**config.mk**
```make
export PLATFORM = sky130hd
export DESIGN_NAME = alu_sequencer
export DESIGN_NICKNAME = d
export VERILOG_FILES = /design/src/rtl/alu_sequencer.sv
export SDC_FILE = /design/constraint.sdc
export NUM_CORES = 1
export LEC_CHECK = 0
export CORE_MARGIN = 3
export CORE_UTILIZATION = 40
export CTS_CLUSTER_SIZE = 28
export DETAILED_ROUTE_END_ITERATION = 12
export PLACE_DENSITY = 0.69
export SLEW_MARGIN = 20
export SYNTH_ARGS = -nofsm -noshare
export SYNTH_HDL_FRONTEND = slang
export SYNTH_SLANG_ARGS = --single-unit
```
**constraint.sdc**
```tcl
create_clock -name clk -period 2.2 [get_ports clk]
set_input_delay 0.66 -clock clk [delete_from_list [all_inputs] [get_ports clk]]
set_output_delay 0.66 -clock clk [all_outputs]
set_load 0.005 [all_outputs]
```
**src/rtl/alu_sequencer.sv**
```systemverilog
// Command sequencer in front of the 8-bit ALU: registers operands, captures results into a FIFO.
// Optional accumulator chaining is enabled with `define ALU_SEQ_ACC_EN.
module alu_sequencer #(
    parameter int RES_DEPTH = 4
) (
    input  logic                       clk,
    input  logic                       rst,
    input  logic                       cmd_valid,
    output logic                       cmd_ready,
    input  logic [1:0]                 cmd_op,
    input  logic [7:0]                 cmd_a,
    input  logic [7:0]                 cmd_b,
    input  logic                       cmd_use_acc,
    output logic [7:0]                 alu_a,
    output logic [7:0]                 alu_b,
    output logic [1:0]                 alu_opcode,
    input  logic [15:0]                alu_result,
    input  logic                       alu_zflag,
    output logic                       res_valid,
    input  logic                       res_ready,
    output logic [15:0]                res_data,
    output logic                       res_zero,
    output logic [$clog2(RES_DEPTH):0] res_count,
    output logic                       busy
);

    localparam int AW = $clog2(RES_DEPTH);
    localparam int CW = AW + 1;

    typedef enum logic {
        IDLE,
        EXEC
    } state_e;

    state_e          state_q, state_d;
    logic [7:0]      alu_a_q, alu_b_q;
    logic [1:0]      alu_op_q;
    logic [AW-1:0]   wr_ptr_q, rd_ptr_q;
    logic [CW-1:0]   count_q, count_d;
    logic [16:0]     mem_q [RES_DEPTH];
    logic            accept, push, pop;
    logic [7:0]      opa;

`ifdef ALU_SEQ_ACC_EN
    logic [7:0] acc_q;

    assign opa = cmd_use_acc ? acc_q : cmd_a;

    always_ff @(posedge clk) begin
        if (rst) begin
            acc_q <= 8'h00;
        end else if (push) begin
            acc_q <= alu_result[7:0];
        end
    end
`else
    logic unused_use_acc;

    assign unused_use_acc = cmd_use_acc;
    assign opa            = cmd_a;
`endif

    always_comb begin
        state_d   = state_q;
        cmd_ready = 1'b0;
        busy      = 1'b0;
        accept    = 1'b0;
        push      = 1'b0;
        case (state_q)
            IDLE: begin
                cmd_ready = !rst && (count_q < CW'(RES_DEPTH));
                accept    = cmd_valid && cmd_ready;
                if (accept) state_d = EXEC;
            end
            EXEC: begin
                busy    = 1'b1;
                push    = !rst;
                state_d = IDLE;
            end
            default: state_d = IDLE;
        endcase
    end

    assign res_valid = (count_q != '0);
    assign pop       = res_valid && res_ready;

    // Admission only happens with a free slot, so a push never sees a full FIFO.
    always_comb begin
        count_d = count_q;
        case ({push, pop})
            2'b10:   count_d = count_q + CW'(1);
            2'b01:   count_d = count_q - CW'(1);
            default: count_d = count_q;
        endcase
    end

    always_ff @(posedge clk) begin
        if (rst) begin
            state_q  <= IDLE;
            alu_a_q  <= 8'h00;
            alu_b_q  <= 8'h00;
            alu_op_q <= 2'b00;
            wr_ptr_q <= '0;
            rd_ptr_q <= '0;
            count_q  <= '0;
        end else begin
            state_q <= state_d;
            count_q <= count_d;
            if (accept) begin
                alu_a_q  <= opa;
                alu_b_q  <= cmd_b;
                alu_op_q <= cmd_op;
            end
            if (push) wr_ptr_q <= wr_ptr_q + AW'(1);
            if (pop)  rd_ptr_q <= rd_ptr_q + AW'(1);
        end
    end

    always_ff @(posedge clk) begin
        if (push) mem_q[wr_ptr_q] <= {alu_result, alu_zflag};
    end

    assign alu_a      = alu_a_q;
    assign alu_b      = alu_b_q;
    assign alu_opcode = alu_op_q;
    assign res_data   = mem_q[rd_ptr_q][16:1];
    assign res_zero   = mem_q[rd_ptr_q][0];
    assign res_count  = count_q;

endmodule

```
==> results.md, run 1 <==
- Fillers: approximately 700
- Via density: between 4 and 5
- Chip width: between 100 and 150 um
- Switching Fraction: between 20% and 30%
- Final hold vios: 0
- CP Data Arrival Time: 1560 ps
- Total Routing Usage GR: 14.3%
- Slew Limit Fails: 0
- Lkg Pwr: approximately 0.0017 uW
- Max FO, Critical Path: 5
- Period utilization: 101%
- DP Worst Slack: -407 ps
- Clk network pwr share: approximately a third
- Largest cells by area after synthesis: edfxtp_1 (57%), dfxtp_1 (16%), mux4_2 (11%)
- Switching Power: 903 uW
- Initial antenna violation count: 0
- Fin crit period: 2220 ps
- Layout cell share with drive strength beyond 1: a little under a quarter
- Drc violations: 0
- Die Footprint: between 10000 and 15000 um^2
- Synth-to-layout area growth: 36.0%
- TritonCTS clock tree: yes
- Seq pwr share: 50.3%
- RSZ-0062 raised after global routing: yes
- TritonCTS Sinks: between 90 and 100
- Cells after Synth: roughly 220
- Most frequent cells in the layout: edfxtp_1 (68), clkdlybuf4s50_1 (58), nand2_1 (36)
- CP endpoint kind: primary output
- Vias in the first global route: between 2000 and 2500
- GP Congestion: just under 0.7
- Area post-placement: between 4000 and 5000 um^2
- Routed wire length per instance: about 16 um
- Worst Slack Setup Final: -22.4 ps
- Top Family by Delay on Critical Path: multiplexers
- WS Path Type: flop to primary output
- Number of max-cap violations: 0
- Post-synth top area share: approximately 57%
- Required @ worst endpoint: 1540 ps
- Reg area: 2610 um^2
- Number of synthesized register bits: 96
- Clock insertion delay at the later pin of the skew report: between 300 and 400 ps
- Initial drt markers: a little over 80
- Outcome: finished with violations
- Worst Clk Skew: ~6 ps
- Pint: around 3200 uW
- Worst hold margin: 455 ps
- CP startpoint kind: flop
- Ys Warns: 0
- Logic pwr share: 16.3%
- Syn avg cell area: 16.4 um^2
- Max-slew headroom: ~74%
- I/O Pins: 81
- Max stage delay on crit path: 540 ps
- Area of the multi-input gates: between 800 and 900 um^2
- Crit path cell chain: buf_8, mux4_2, buf_6
- Number of diodes: 0
- Worst Hold Class: flop to flop
- Fmax: 450 MHz
- Final setup viols: 5
- Failing checks: negative setup slack
- Commonest non-fill, non-tap cell in the layout: edfxtp_1
- Pre-antenna DRT Iters: 4
- Via count: ~2100
- Slew of the pin with the lowest slew margin: between 300 and 400 ps
- Clk buf depth: 2
- Design Area, Final: between 4000 and 5000 um^2
- Congestion Overflow GR: 0
- Pwr dens: 836 nW/um^2
- Clk slew on worst S/H paths: 90 ps
- Syn Nets: 264
- Post-synthesis sequential area ratio: between 70 and 80%
- IO buf count: between 70 and 80
- Buf/Inv on CP: 2
- ANT nets after route: 0
- Largest net degree at the start of global routing: 24
- CORE AREA: 8420 um^2
- # rows: 33
- Post-Route WL: 6700 um
- Nets: 362
- Netlist cell types: 27
- Die Y: roughly 100 um
- Setup tns final: -35.7 ps
- Dominant cell type by area after synthesis: edfxtp_1
- Mapped Area: approximately 3600 um^2
- Hold-fix buffers at CTS: 0
- Root buffer cell: clkbuf_8
- Starting density of the core: 42.3%
- CP max stage cell: mux4_2
- H-tree Lvls: 3
- TritonCTS Buffers: 9
- Peak supply drop: 0.423 mV
- HPWL after detailed placement: roughly 4300 um
- First-pass GRT wire length: roughly 11000 um
[kinds of logic (layout without fill, tap and decap cells)]
group | after synthesis | after routing | synth area share [%]
adders and majority gates | 6 | 6 | 2.31
DFF | 96 | 96 | 73.0
buffers and inverters | 17 | 120 | 2.56
muxes | 18 | 18 | 11.0
xor gates and xnor gates | 5 | 5 | 1.23
and+or+nand+nor | 53 | 53 | 6.28
AOI/OAI and AO/OA | 23 | 23 | 3.65
[state kept, by name (all words and copies together) (netlist names), named ones only]
register and count:
alu_opcode 2, alu_b 8, mem_q 68, alu_a 8, rd_ptr_q 2, res_count 3
wr_ptr_q 2, state_q 1
[power by group through the flow]
stage	Clock, uW	Sequential [uW]	Combinational [uW]
finish	1350	2040	661
global route	1470	2050	726
CTS	1400	2040	737
detailed placement	0	2070	698
global placement	0	2070	689
floorplan	0	2070	321
[path summary, 6_finish.rpt]
check                           slack [ps]  cells after the start    startpoint           end
worst max-delay path                   -20                      3          flop  res_data[12]
worst min-delay path                   450                      2      alu_b[3]      alu_b[3]
worst max register to register         310                      7  res_count[0]  res_count[2]
worst min register to register         450                      2      alu_b[3]      alu_b[3]
[worst register-to-register path: stages (launching register included)]
cell	delay (ps)
dfxtp_1	450
o31a_1	190
ha_2	180
inv_1	50
fa_2	330
xor2_1	160
or3_1	360
a21oi_2	110
[per-layer routing]
metal	global-route usage [%]	routed length (um)	share of wire (%)	vias to the layer above
met5	0	0	0	-
met4	6.22	135	2.0	0
met3	6.25	648	9.7	12
met2	22.6	3280	49	77
met1	16.9	2640	39	999
li1	-	-	-	1001
[final cells by class]
type / instances / area share (%)
flip-flops and latches: 96 / 53.7
repair buffers: 97 / 19.6
multi-input cells: 105 / 18.3
well taps: 105 / 2.71
clock buffers: 9 / 2.55
clock inverters: 7 / 2.45
inverters: 7 / 0.645
[timing repair]
item | 4_1_cts | 5_1_grt
setup endpoints to repair | 20 | 18
gates cloned | 2 | 0
pin swaps | 0 | 3
gates resized for setup | 79 | 10
setup buffers | 3 | 0
[synth_stat cells, drive strengths merged]
cell / number
fa: 1
mux4: 17
edfxtp: 68
inv: 6
a21oi: 20
dfxtp: 28
xnor2: 2
mux2i: 1
buf: 7
or3: 2
nand2: 36
nor2: 8
nor2b: 1
ha: 5
nor3: 1
clkinv: 1
clkbuf: 3
and2: 4
or4b: 1
xor2: 3
o311ai: 1
o31a: 1
o21ai: 1
[per-stage QoR]
stage | cells | util, % | power (uW)
floorplan | 218 | - | 2390
global placement | 408 | 55.1 | 2760
detailed placement | 408 | 55.1 | 2770
CTS | 429 | 58.0 | 4170
global route | 426 | 57.6 | 4250
finish | 426 | 57.6 | 4060
Note: power is estimated with default switching activity, not from simulation.
==> run 2, diff against run 1 <==
- CELL_PAD_IN_SITES_DETAIL_PLACEMENT: unset -> 1
- CELL_PAD_IN_SITES_GLOBAL_PLACEMENT: unset -> 1
- CORE_UTILIZATION: 40 -> 37
- PLACE_DENSITY: 0.69 -> unset
- PLACE_DENSITY_LB_ADDON: unset -> 0.1
==> results.md, run 2 (synthesis gave the netlist of run 1 again) <==
- Area of the multi-input gates: 878 um^2 (-0.99%)
- Reg area: 2610 um^2 (about the same)
- RSZ-0062 raised after global routing: yes
- CP Data Arrival Time: 1610 ps (+50 ps)
- Worst hold margin: 462 ps (+6.56 ps)
- Layout cell share with drive strength beyond 1: 25.8% (+1.8 points)
- Cell depth of the worst flop-to-flop path: 7 (unchanged)
- Setup tns final: -564 ps (-529 ps)
- Initial antenna violation count: 0 (unchanged)
- Overall power: 3890 uW (-4.1%)
- Fillers: 955 (+37%)
- TritonCTS Buffers: 9 (unchanged)
- Slew Limit Fails: 0 (unchanged)
- Root buffer cell: clkbuf_8
- Post-Route WL: 7250 um (+8.2%)
- Max FO, Critical Path: 6 (+1)
- I/O Pins: 81 (unchanged)
- Nets: 374 (+3.3%)
- Synth-to-layout area growth: 38.4%
- Routed wire length per instance: 15.7 um (-0.23%)
- WS Path Type: flop to primary output
- First-pass GRT wire length: 11800 um (+10%)
- Fmax: 441 MHz (-1.9%)
- Clk slew on worst S/H paths: 90 ps (about the same)
- Total Routing Usage GR: 14.0% (-0.29 points)
- Via density: 4.61 (-6.1%)
- Die Y: 104 um (+3.7%)
- Levels on crit path: 4 (+1)
- IO buf count: 79 (unchanged)
- Max FFs per register: 68 (unchanged)
- Max-slew headroom: 74.3% (about the same)
- Worst Clk Skew: 19.3 ps (+13.3 ps)
- HPWL after detailed placement: 4910 um (+13%)
- H-tree Lvls: 3 (unchanged)
- Final setup viols: 14 (+9)
- CP max stage cell: mux4_2
- Initial drt markers: 58 (-30%)
- Worst Hold Depth: 2 (unchanged)
- Failing checks: negative setup slack
- Commonest non-fill, non-tap cell in the layout: edfxtp_1
- Period utilization: 103% (+1.9 points)
- Number of diodes: 0 (unchanged)
- Worst Slack Setup Final: -65.1 ps (-42.8 ps)
- TritonCTS Sinks: 96 (unchanged)
- Final hold vios: 0 (unchanged)
- Slew of the pin with the lowest slew margin: 380 ps (-0.851 ps)
- Non-Filler Instances: 462 (+8.5%)
- Chip width: 104 um (+3.7%)
- Worst Hold Class: flop to flop
- Pre-antenna DRT Iters: 4 (unchanged)
- Top Family by Delay on Critical Path: multiplexers
- Pwr dens: 788 nW/um^2 (-5.8%)
- Biggest register: mem_q
- Most frequent cells in the layout: edfxtp_1 (68), clkdlybuf4s50_1 (58), nand2_1 (36)
- CP startpoint kind: flop
- Congestion Overflow GR: 0 (unchanged)
- Via count: 2128 (+1.9%)
- Max stage delay on crit path: 510 ps (-30 ps)
- TritonCTS clock tree: yes
- Clk buf depth: 2 (unchanged)
- # rows: 35 (+6.1%)
- Buf/Inv on CP: 3 (+1)
- Fin util: 53.2% (-4.4 points)
- Number of max-cap violations: 0 (unchanged)
- Starting density of the core: 38.4% (-3.9 points)
- Largest net degree at the start of global routing: 28 (+17%)
- Drc violations: 0 (unchanged)
- Outcome: finished with violations
- Crit path cell chain: buf_12, buf_8, mux4_2, buf_6
- Peak supply drop: 0.394 mV (-6.7%)
- Hold-fix buffers at CTS: 0 (unchanged)
- CP endpoint kind: primary output
- Required @ worst endpoint: 1540 ps (about the same)
- Fin crit period: 2270 ps (+42.8 ps)
- Clock insertion delay at the later pin of the skew report: 360 ps (about the same)
- Dpl cells: 434 (+6.4%)
- Vias in the first global route: 2241 (+4.2%)
- GP Congestion: 0.712 (+3.8%)
- Lkg Pwr: 0.00170 uW (+2.8%)
- ANT nets after route: 0 (unchanged)
- Die Footprint: 10900 um^2 (+7.6%)
- CORE AREA: 9280 um^2 (+10%)
## run 2: path summary, 6_finish.rpt
path | from | end | slack (ps)
worst min-delay path | alu_b[0] | alu_b[0] | 460
worst max register to register | res_count[0] | res_count[2] | 300
worst max-delay path | flop | res_data[2] | -70
worst min register to register | alu_b[0] | alu_b[0] | 460
## run 2: tightest hold or removal path: cells and delay by family (launching register included)
kind	cells	cell delay (ps)
flops	1	310
compound gates	1	50
simple gates	1	50
## run 2: report_power, final
group | internal [uW] | switching [uW] | leakage [uW]
registers | 1990 | 47.3 | 0.000843
logic | 519 | 284 | 0.000775
clock network | 448 | 598 | 0.0000822
## run 2: repair_timing
action,CTS,global route
endpoints found under the hold margin,0,0
endpoints found under the setup margin,20,22
gates resized for setup,78,6
gates cloned,1,0
pin swaps,1,3
setup buffers,10,2
## run 2: stage by stage
| stage | setup WS (ps) | cell area (um^2) |
|---|---|---|
| CTS | -172 | 4920 |
| floorplan | 23.9 | 3570 |
| global route | -122 | 4940 |
| finish | -65.1 | 4940 |
| global placement | -334 | 4660 |
| detailed placement | -392 | 4660 |
## run 2: area by class of cell
class | count | share of cell area (%)
flip-flops and latches | 96 | 52.9
multi-input cells | 105 | 17.8
inverters | 7 | 0.634
clock inverters | 5 | 0.811
repair buffers | 109 | 21.7
clock buffers | 11 | 2.86
well taps | 129 | 3.27
## run 2: per-layer routing
metal | vias up | global-route usage (%) | wire [um]
li1 | 1019 | - | -
met1 | 1052 | 17.6 | 3180
met2 | 49 | 23.2 | 3670
met3 | 8 | 3.60 | 331
met4 | 0 | 5.41 | 75
met5 | - | 0 | 0
==> run 3, diff against run 2 <==
- GPL_TIMING_DRIVEN: unset -> 0
==> results.md, run 3 (synthesis gave the netlist of run 1 again) <==
- Peak supply drop: 0.327 mV (-17%)
- Clk slew on worst S/H paths: 90 ps (about the same)
- Outcome: finished with violations
- TritonCTS Sinks: 96 (unchanged)
- Via count: 2088 (-1.9%)
- Fin util: 51.3% (-1.9 points)
- CP max stage cell: mux4_2
- Largest net degree at the start of global routing: 18 (-36%)
- WS Path Type: flop to primary output
- Starting density of the core: 38.4% (unchanged)
- Worst hold margin: 457 ps (-4.24 ps)
- Drc violations: 0 (unchanged)
- Max FO, Critical Path: 6 (unchanged)
- Post-Route WL: 7160 um (-1.3%)
- CORE AREA: 9280 um^2 (unchanged)
- Routed wl met2: 3680 um (+0.22%)
- # rows: 35 (unchanged)
- Nets: 361 (-3.5%)
- CP endpoint kind: primary output
- Slew of the pin with the lowest slew margin: 919 ps (+538 ps)
- Period utilization: 104% (+1.2 points)
- Buf/Inv on CP: 3 (unchanged)
- Final setup viols: 11 (-3)
- Required @ worst endpoint: 1540 ps (about the same)
- Top Family by Delay on Critical Path: multiplexers
- Number of diodes: 0 (unchanged)
- Most frequent cells in the layout: edfxtp_1 (68), clkdlybuf4s50_1 (58), nand2_1 (36)
- Congestion Overflow GR: 0 (unchanged)
- Critical path's most frequent cell: buf_12
- RSZ-0062 raised after global routing: yes
- Chip width: 104 um (unchanged)
- CP startpoint kind: flop
- Slew Limit Fails: 0 (unchanged)
- Layout cell share with drive strength beyond 1: 23.1% (-2.7 points)
- Clock insertion delay at the later pin of the skew report: 360 ps (about the same)
- First-pass GRT wire length: 11600 um (-1.5%)
- Via density: 4.65 (+0.96%)
- Die Footprint: 10900 um^2 (unchanged)
- Max stage delay on crit path: 510 ps (about the same)
- Pwr dens: 792 nW/um^2 (+0.55%)
- Crit path cell chain: buf_12, buf_12, mux4_2, buf_2
- Vias in the first global route: 2241 (unchanged)
- Top sig layer: met4
- Failing checks: negative setup slack
- ANT nets after route: 0 (unchanged)
- Die Y: 104 um (unchanged)
- Root buffer cell: clkbuf_8
- Worst Hold Class: flop to flop
- I/O Pins: 81 (unchanged)
- Initial drt markers: 76 (+31%)
- Worst Slack Setup Final: -92.2 ps (-27.0 ps)
- Hold-fix buffers at CTS: 0 (unchanged)
- IO buf count: 79 (unchanged)
- Fin crit period: 2290 ps (+27.0 ps)
- Max FFs per register: 68 (unchanged)
- Fmax: 436 MHz (-1.2%)
- Total Routing Usage GR: 13.9% (-0.12 points)
- H-tree Lvls: 3 (unchanged)
- HPWL after detailed placement: 4850 um (-1.2%)
- Final hold vios: 0 (unchanged)
- Initial antenna violation count: 0 (unchanged)
- Lkg Pwr: 0.00158 uW (-6.9%)
- Max-slew headroom: 38.8% (-36 points)
- Met3 WL: 397 um (+20%)
- TritonCTS clock tree: yes
- Worst Clk Skew: 13.6 ps (-5.60 ps)
- Routed wire length per instance: 15.9 um (+1.5%)
- GP Congestion: 0.691 (-3.0%)
- Biggest register: mem_q
- Clk buf depth: 2 (unchanged)
- Commonest non-fill, non-tap cell in the layout: edfxtp_1
- Number of max-cap violations: 0 (unchanged)
- Synth-to-layout area growth: 33.4%
- M1 wire length: 2990 um (-6.0%)
- TritonCTS Buffers: 9 (unchanged)
- CP Data Arrival Time: 1630 ps (+20 ps)
- Pre-antenna DRT Iters: 4 (unchanged)
run 3: cell count changes in the layout (fill, tap and decap cells not counted), moves of 2 or more:
cell,previous run,this run
buf_12,9,4
buf_2,14,18
buf_4,18,5
dfxtp_1,26,24
dlymetal6s2s_1,2,0
run 3: worst register-to-register path, delay by kind of cell (launching register included):
| kind | cells | cell delay [ps] |
|---|---|---|
| flops | 1 | 470 |
| simple gates | 2 | 1040 |
run 3: power breakdown:
part | internal [uW] | switching, uW | leakage [uW]
clock network | 413 | 608 | 0.0000765
logic | 444 | 258 | 0.000663
registers | 1990 | 51.8 | 0.000845
run 3: per-layer routing:
metal | global-route usage [%] | vias to the layer above
met2 | 23.7 | 51
li1 | - | 998
met1 | 16.4 | 1030
met3 | 4.53 | 9
met4 | 5.13 | 0
met5 | 0 | -
run 3: final cells by class:
type                    count  area [um^2]
fillers                   948         4530
flip-flops and latches     96         2620
multi-input cells         105          881
repair buffers             88          812
well taps                 129          161
clock buffers              10          128
plain buffers               8         86.3
clock inverters             6         43.8
inverters                   7         31.3
run 3: repair_timing:
item / in CTS / in global routing
endpoints found under the setup margin: 89 / 17
hold endpoints to repair: 0 / 0
pin swaps: 2 / 0
setup buffers: 8 / 1
gates resized for setup: 95 / 3
run 3: final timing paths:
path | cells past startpoint | slack, ps | endpoint | from
worst max register to register | 2 | 320 | mem_q[0][4] | state_q
worst max-delay path | 4 | -90 | res_data[12] | flop
worst min register to register | 2 | 460 | alu_b[0] | alu_b[0]
worst min-delay path | 2 | 460 | alu_b[0] | alu_b[0]
run 3: metrics by stage:
stage / power (uW) / instances / setup TNS [ps] / worst slack (ps) / cell area (um^2)
finish: 3770 / 449 / -645 / -92.2 / 4760
global route: 3980 / 449 / -1730 / -159 / 4760
CTS: 3820 / 449 / -1610 / -165 / 4750
detailed placement: 2730 / 426 / -49190 / -707 / 4520
global placement: 2720 / 426 / -48290 / -671 / 4520
floorplan: 2390 / 218 / 0 / 23.9 / 3570
